### config.mk
export PLATFORM = sky130hd
export DESIGN_NAME = rvx_spi_responder
export DESIGN_NICKNAME = d
export VERILOG_FILES = /design/src/rtl/rvx_spi_responder.sv
export SDC_FILE = /design/constraint.sdc
export NUM_CORES = 1
export LEC_CHECK = 0
export ABC_AREA = 1
export BUFFER_PORTS_ARGS = -buffer_cell sky130_fd_sc_hd__buf_2
export CAP_MARGIN = 5
export CORE_AREA = 3 3 72 57
export DETAILED_ROUTE_END_ITERATION = 12
export DIE_AREA = 0 0 75 60
export PLACE_DENSITY = 0.75
export SKIP_CTS_REPAIR_TIMING = 1
export SLEW_MARGIN = 15
export SYNTH_ARGS = -nofsm -noshare
export SYNTH_HDL_FRONTEND = slang
export SYNTH_SLANG_ARGS = --single-unit
export TNS_END_PERCENT = 30
### constraint.sdc
create_clock -name clock -period 1.95 [get_ports clock]
set_input_delay 0.2925 -clock clock [delete_from_list [all_inputs] [get_ports clock]]
set_output_delay 0.2925 -clock clock [all_outputs]
set_load 0.1 [all_outputs]
### src/rtl/rvx_spi_responder.sv
// SPI mode-0 responder: 8-bit MSB-first frames, one-deep TX holding register.
// Ports: clock/reset system side; sclk/mosi/cs/miso serial side;
//   tx_data/tx_valid/tx_ready TX holding register load; rx_data/rx_valid
//   received byte; tx_underrun pulse when IDLE_BYTE is sent; busy in SHIFT.
module rvx_spi_responder #(
  parameter logic [7:0] IDLE_BYTE   = 8'hFF,
  parameter int         SYNC_STAGES = 2
) (
  input  logic       clock,
  input  logic       reset,
  input  logic       sclk,
  input  logic       mosi,
  output logic       miso,
  input  logic       cs,
  input  logic [7:0] tx_data,
  input  logic       tx_valid,
  output logic       tx_ready,
  output logic [7:0] rx_data,
  output logic       rx_valid,
  output logic       tx_underrun,
  output logic       busy
);

  typedef enum logic {
    IDLE,
    SHIFT
  } state_e;

  state_e state_q, state_d;

  logic [SYNC_STAGES-1:0] sclk_sync_q;
  logic [SYNC_STAGES-1:0] mosi_sync_q;
  logic [SYNC_STAGES-1:0] cs_sync_q;
  logic                   sclk_prev_q;
  logic                   cs_prev_q;

  logic sclk_s, mosi_s, cs_s;
  logic sclk_rise, sclk_fall;
  logic cs_rise, cs_fall;

  logic [2:0] cnt_q, cnt_d;
  logic [7:0] rx_sr_q, rx_sr_d;
  logic [7:0] tx_sr_q, tx_sr_d;
  logic [7:0] hold_q, hold_d;
  logic       hold_full_q, hold_full_d;
  logic [7:0] rx_data_q, rx_data_d;
  logic       rx_valid_q, rx_valid_d;
  logic       under_q, under_d;
  logic       load;
  logic       accept;

  assign sclk_s = sclk_sync_q[SYNC_STAGES-1];
  assign mosi_s = mosi_sync_q[SYNC_STAGES-1];
  assign cs_s   = cs_sync_q[SYNC_STAGES-1];

  // Edges are taken between the last sync stage and one more register,
  // so every detector sees only synchronized values.
  assign sclk_rise = sclk_s & ~sclk_prev_q;
  assign sclk_fall = ~sclk_s & sclk_prev_q;
  assign cs_rise   = cs_s & ~cs_prev_q;
  assign cs_fall   = ~cs_s & cs_prev_q;

  always_ff @(posedge clock or posedge reset) begin
    if (reset) begin
      sclk_sync_q <= '0;
      mosi_sync_q <= '0;
      cs_sync_q   <= '1;
      sclk_prev_q <= 1'b0;
      cs_prev_q   <= 1'b1;
    end else begin
      sclk_sync_q <= {sclk_sync_q[SYNC_STAGES-2:0], sclk};
      mosi_sync_q <= {mosi_sync_q[SYNC_STAGES-2:0], mosi};
      cs_sync_q   <= {cs_sync_q[SYNC_STAGES-2:0], cs};
      sclk_prev_q <= sclk_s;
      cs_prev_q   <= cs_s;
    end
  end

  always_ff @(posedge clock or posedge reset) begin
    if (reset) begin
      state_q     <= IDLE;
      cnt_q       <= 3'd0;
      rx_sr_q     <= 8'h00;
      tx_sr_q     <= 8'h00;
      hold_q      <= 8'h00;
      hold_full_q <= 1'b0;
      rx_data_q   <= 8'h00;
      rx_valid_q  <= 1'b0;
      under_q     <= 1'b0;
    end else begin
      state_q     <= state_d;
      cnt_q       <= cnt_d;
      rx_sr_q     <= rx_sr_d;
      tx_sr_q     <= tx_sr_d;
      hold_q      <= hold_d;
      hold_full_q <= hold_full_d;
      rx_data_q   <= rx_data_d;
      rx_valid_q  <= rx_valid_d;
      under_q     <= under_d;
    end
  end

  assign accept = tx_valid & ~hold_full_q;

  always_comb begin
    state_d     = state_q;
    cnt_d       = cnt_q;
    rx_sr_d     = rx_sr_q;
    tx_sr_d     = tx_sr_q;
    hold_d      = hold_q;
    hold_full_d = hold_full_q;
    rx_data_d   = rx_data_q;
    rx_valid_d  = 1'b0;
    under_d     = 1'b0;
    load        = 1'b0;

    unique case (state_q)
      IDLE: begin
        if (cs_fall) begin
          state_d = SHIFT;
          cnt_d   = 3'd0;
          rx_sr_d = 8'h00;
          load    = 1'b1;
        end
      end
      SHIFT: begin
        if (cs_rise) begin
          // Any partial byte is dropped here; its TX byte is gone.
          state_d = IDLE;
          cnt_d   = 3'd0;
          rx_sr_d = 8'h00;
        end else if (sclk_rise) begin
          rx_sr_d = {rx_sr_q[6:0], mosi_s};
          cnt_d   = cnt_q + 3'd1;
          if (cnt_q == 3'd7) begin
            rx_data_d  = {rx_sr_q[6:0], mosi_s};
            rx_valid_d = 1'b1;
          end
        end else if (sclk_fall) begin
          if (cnt_q == 3'd0) begin
            load = 1'b1;
          end else begin
            tx_sr_d = {tx_sr_q[6:0], 1'b0};
          end
        end
      end
      default: state_d = IDLE;
    endcase

    // Load sees the register as it was before this cycle's accept,
    // so a byte arriving with the load waits for the next one.
    if (load) begin
      if (hold_full_q) begin
        tx_sr_d     = hold_q;
        hold_full_d = 1'b0;
      end else begin
        tx_sr_d = IDLE_BYTE;
        under_d = 1'b1;
      end
    end

    if (accept) begin
      hold_d      = tx_data;
      hold_full_d = 1'b1;
    end
  end

  assign busy        = (state_q == SHIFT);
  assign miso        = busy & tx_sr_q[7];
  assign tx_ready    = ~hold_full_q;
  assign rx_data     = rx_data_q;
  assign rx_valid    = rx_valid_q;
  assign tx_underrun = under_q;

endmodule
==> results.ini <==
[route]
vias_per_cell = 4.912
wl_per_cell_microns = 11.82
drc = 0
ant_nets = 0
dr.pass1.iters = 4
drt_wl_total_microns = 3227
drtIter0Drc = 114
vias = 1341

[timing]
relSlewSlack = 0.5043
holdWs_ps = 18.16
setup_viol_count_final = 0
finalHoldViolations = 0
fmax_ghz = 0.5793
rsz0062_at_grt = no
period_minus_slack_ps = 1726
fin_skew_ps = 3.238
tightest_slew_ps = 739.0
setup_tns_ps = 0
fin_crit_sh = 0.8853
slew_viol_final = 0

[die]
rows = 18
core_sq_um = 3356
num_io_pins = 27
die_area_sq_um = 4500
start_util = 0.5611
dieWidth_microns = 75
die_h_microns = 60

[layout]
multiInputGateArea_sq_um = 589.3
register_area_sq_um = 1156
area_growth_syn_to_layout_pct = 14.55
fillers = 271
post-route-util = 0.6428
n_antenna_cell = 0
layout-drive-gt1-share = 0.2060
nets = 249

[yosys]
synth_nets = 218
synth_edf_count = 0
yosys_warnings = 0
syn_inst = 201
synth_top_area_share = 0.5714
synth_fa_ha_area_frac = 0.01993
yosysUniqueCellTypes = 19
synthTopCellsByArea = dfrtp_1 57%, nand2_1 10%, inv_1 6.0%
yosys-top-cells-count = 51 x nand2_1, 43 x dfrtp_1, 30 x inv_1
synth_xor_xnor_area_share = 0
avgSynthCellArea_sq_um = 9.368
netlist_area_sq_um = 1883
synth_ff_type = dfrtp_1
ys_ff_latch = 46
muxShareOfSynthArea = 0.005980
synth_simple_gate_area_frac = 0.1960
yosysSeqAreaShare = 0.6133
synth_top_family_by_area = simple AND/OR/NAND/NOR gates
async_reset_ff_frac = 1.000
synth_compound_gate_area_share = 0.09103
synth_top_area_cell = dfrtp_1
synth.most_common_cell = nand2_1

[run_status]
status = finished, final reports clean

[power]
p_per_area_nw_per_um2 = 1201
leakage_nw = 1.175
ir_worst_vdd_mv = 0.8714

[critical_path]
reg2regPathDepth = 10
startpoint_type = flip-flop
setup.worst_path.class = flip-flop to flip-flop
cp-end-kind = flip-flop
cp.arrival_ps = 1970
worst_ep_required_time_ps = 2190
path_max_fanout = 11

[hold_path]
hold_path_class = primary input to asynchronous set/reset pin

[grt]
grt_pass1_vias = 1289
grt_usage = 0.1758
antenna_found_initial = 0
grt_first_pass_wirelength_microns = 5699
grt_start_max_net_pins = 28
overflow = 0

[placed_design]
place_congestion = 0.8873
port-buffer-count = 26
hpwl_microns = 2333

[clocking]
clk_pin_slew_ps = 80
cts_tree = done
clockBufferDepth = 2
cts-root-buf = clkbuf_8
clk-insertion-delay-late_ps = 300
clkSinkCount = 46
cts_buffers = 5
htreeDepth = 2

[run]
maxCapViolCount = 0

-- cell usage in the layout (no fill, tap or decap) --
cell type	count
clkinv_2	1
o21ai_0	5
inv_1	29
nand2_4	2
buf_4	1
nand2_1	51
dfrtp_1	42
clkbuf_1	1
nor2_1	19
o211ai_1	1
a21oi_1	16
nand3_1	8
a21oi_2	1
nor2_4	1
nand2_2	4
clkbuf_8	6
mux2_2	1
nand3b_1	1
o22ai_1	8
dfrtp_2	1
buf_2	26
dfstp_2	3
clkinv_1	1
ha_1	3
buf_12	1
-- power by group --
part / leakage [nW] / switching, mW / internal [mW] / total [mW]
clock: 0.0482 / 0.298 / 0.286 / 0.584
combinational: 0.549 / 0.535 / 0.214 / 0.749
sequential: 0.578 / 0.112 / 1.15 / 1.26
-- per-layer routing --
metal | GRT usage | wire length, microns | part of all wire
met3 | 0.05042 | 164 | 0.051
met4 | 0.09898 | 63 | 0.020
met5 | 0 | 0 | 0
met1 | 0.2539 | 1687 | 0.52
met2 | 0.2357 | 1312 | 0.41
-- metrics by stage --
step | cell area (sq um) | instances | setup slack, ps | power (mW)
after global placement | 2066 | 265 | 333.3 | 2.004
after global routing | 2157 | 273 | 2.260 | 2.779
final | 2157 | 273 | 223.6 | 2.591
after CTS | 2157 | 273 | 228.4 | 2.613
after detailed placement | 2066 | 265 | 258.7 | 2.023
after floorplan | 1884 | 201 | 57.07 | 1.869
-- registers in the layout (all words and copies together) (netlist names) --
signal,cells
hold_full_q,1
sclk_prev_q,1
rx_sr_q,7
rx_valid,1
cnt_q,3
tx_underrun,1
rx_data,8
tx_sr_q,8
mosi_sync_q,2
cs_sync_q,2
sclk_sync_q,2
hold_q,8
busy,1
cs_prev_q,1
-- cell families after synthesis --
| logic type | after synthesis |
|---|---|
| compound gates | 31 |
| fa+ha+maj | 3 |
| buf+inv | 34 |
| flops | 46 |
| mux | 1 |
| simple gates | 86 |
-- critical path, stage by stage (launching register included) --
cell     delay (ps)
dfrtp_1         390
inv_1            80
ha_1            140
inv_1            40
nor2_1           70
nand2_1          50
nand2_1         200
nand2_2         200
a21oi_2         320
nand2_1         100
nand2_1          70
-- worst paths after layout --
path / startpoint / to / slack (ps)
setup / recovery: cnt_q[1] / tx_sr_q[5] / 220
min in group clock: cs / cs_sync_q[0] / 80
max in group asynchronous: reset / cs_prev_q / 1340
hold / removal: reset / hold_q[0] / 20
hold reg to reg: mosi_sync_q[0] / mosi_sync_q[1] / 360
setup reg to reg: cnt_q[1] / tx_sr_q[5] / 220
-- final cells by class --
cell class | count | share of cell area
multi-input combinational | 121 | 0.2732
sequential | 46 | 0.5360
tap | 40 | 0.02320
clock inverter | 1 | 0.002320
inverter | 30 | 0.05220
clock buffer | 7 | 0.04002
timing repair buffer | 28 | 0.07309
No activity file was read; power rests on OpenSTA's default activity.
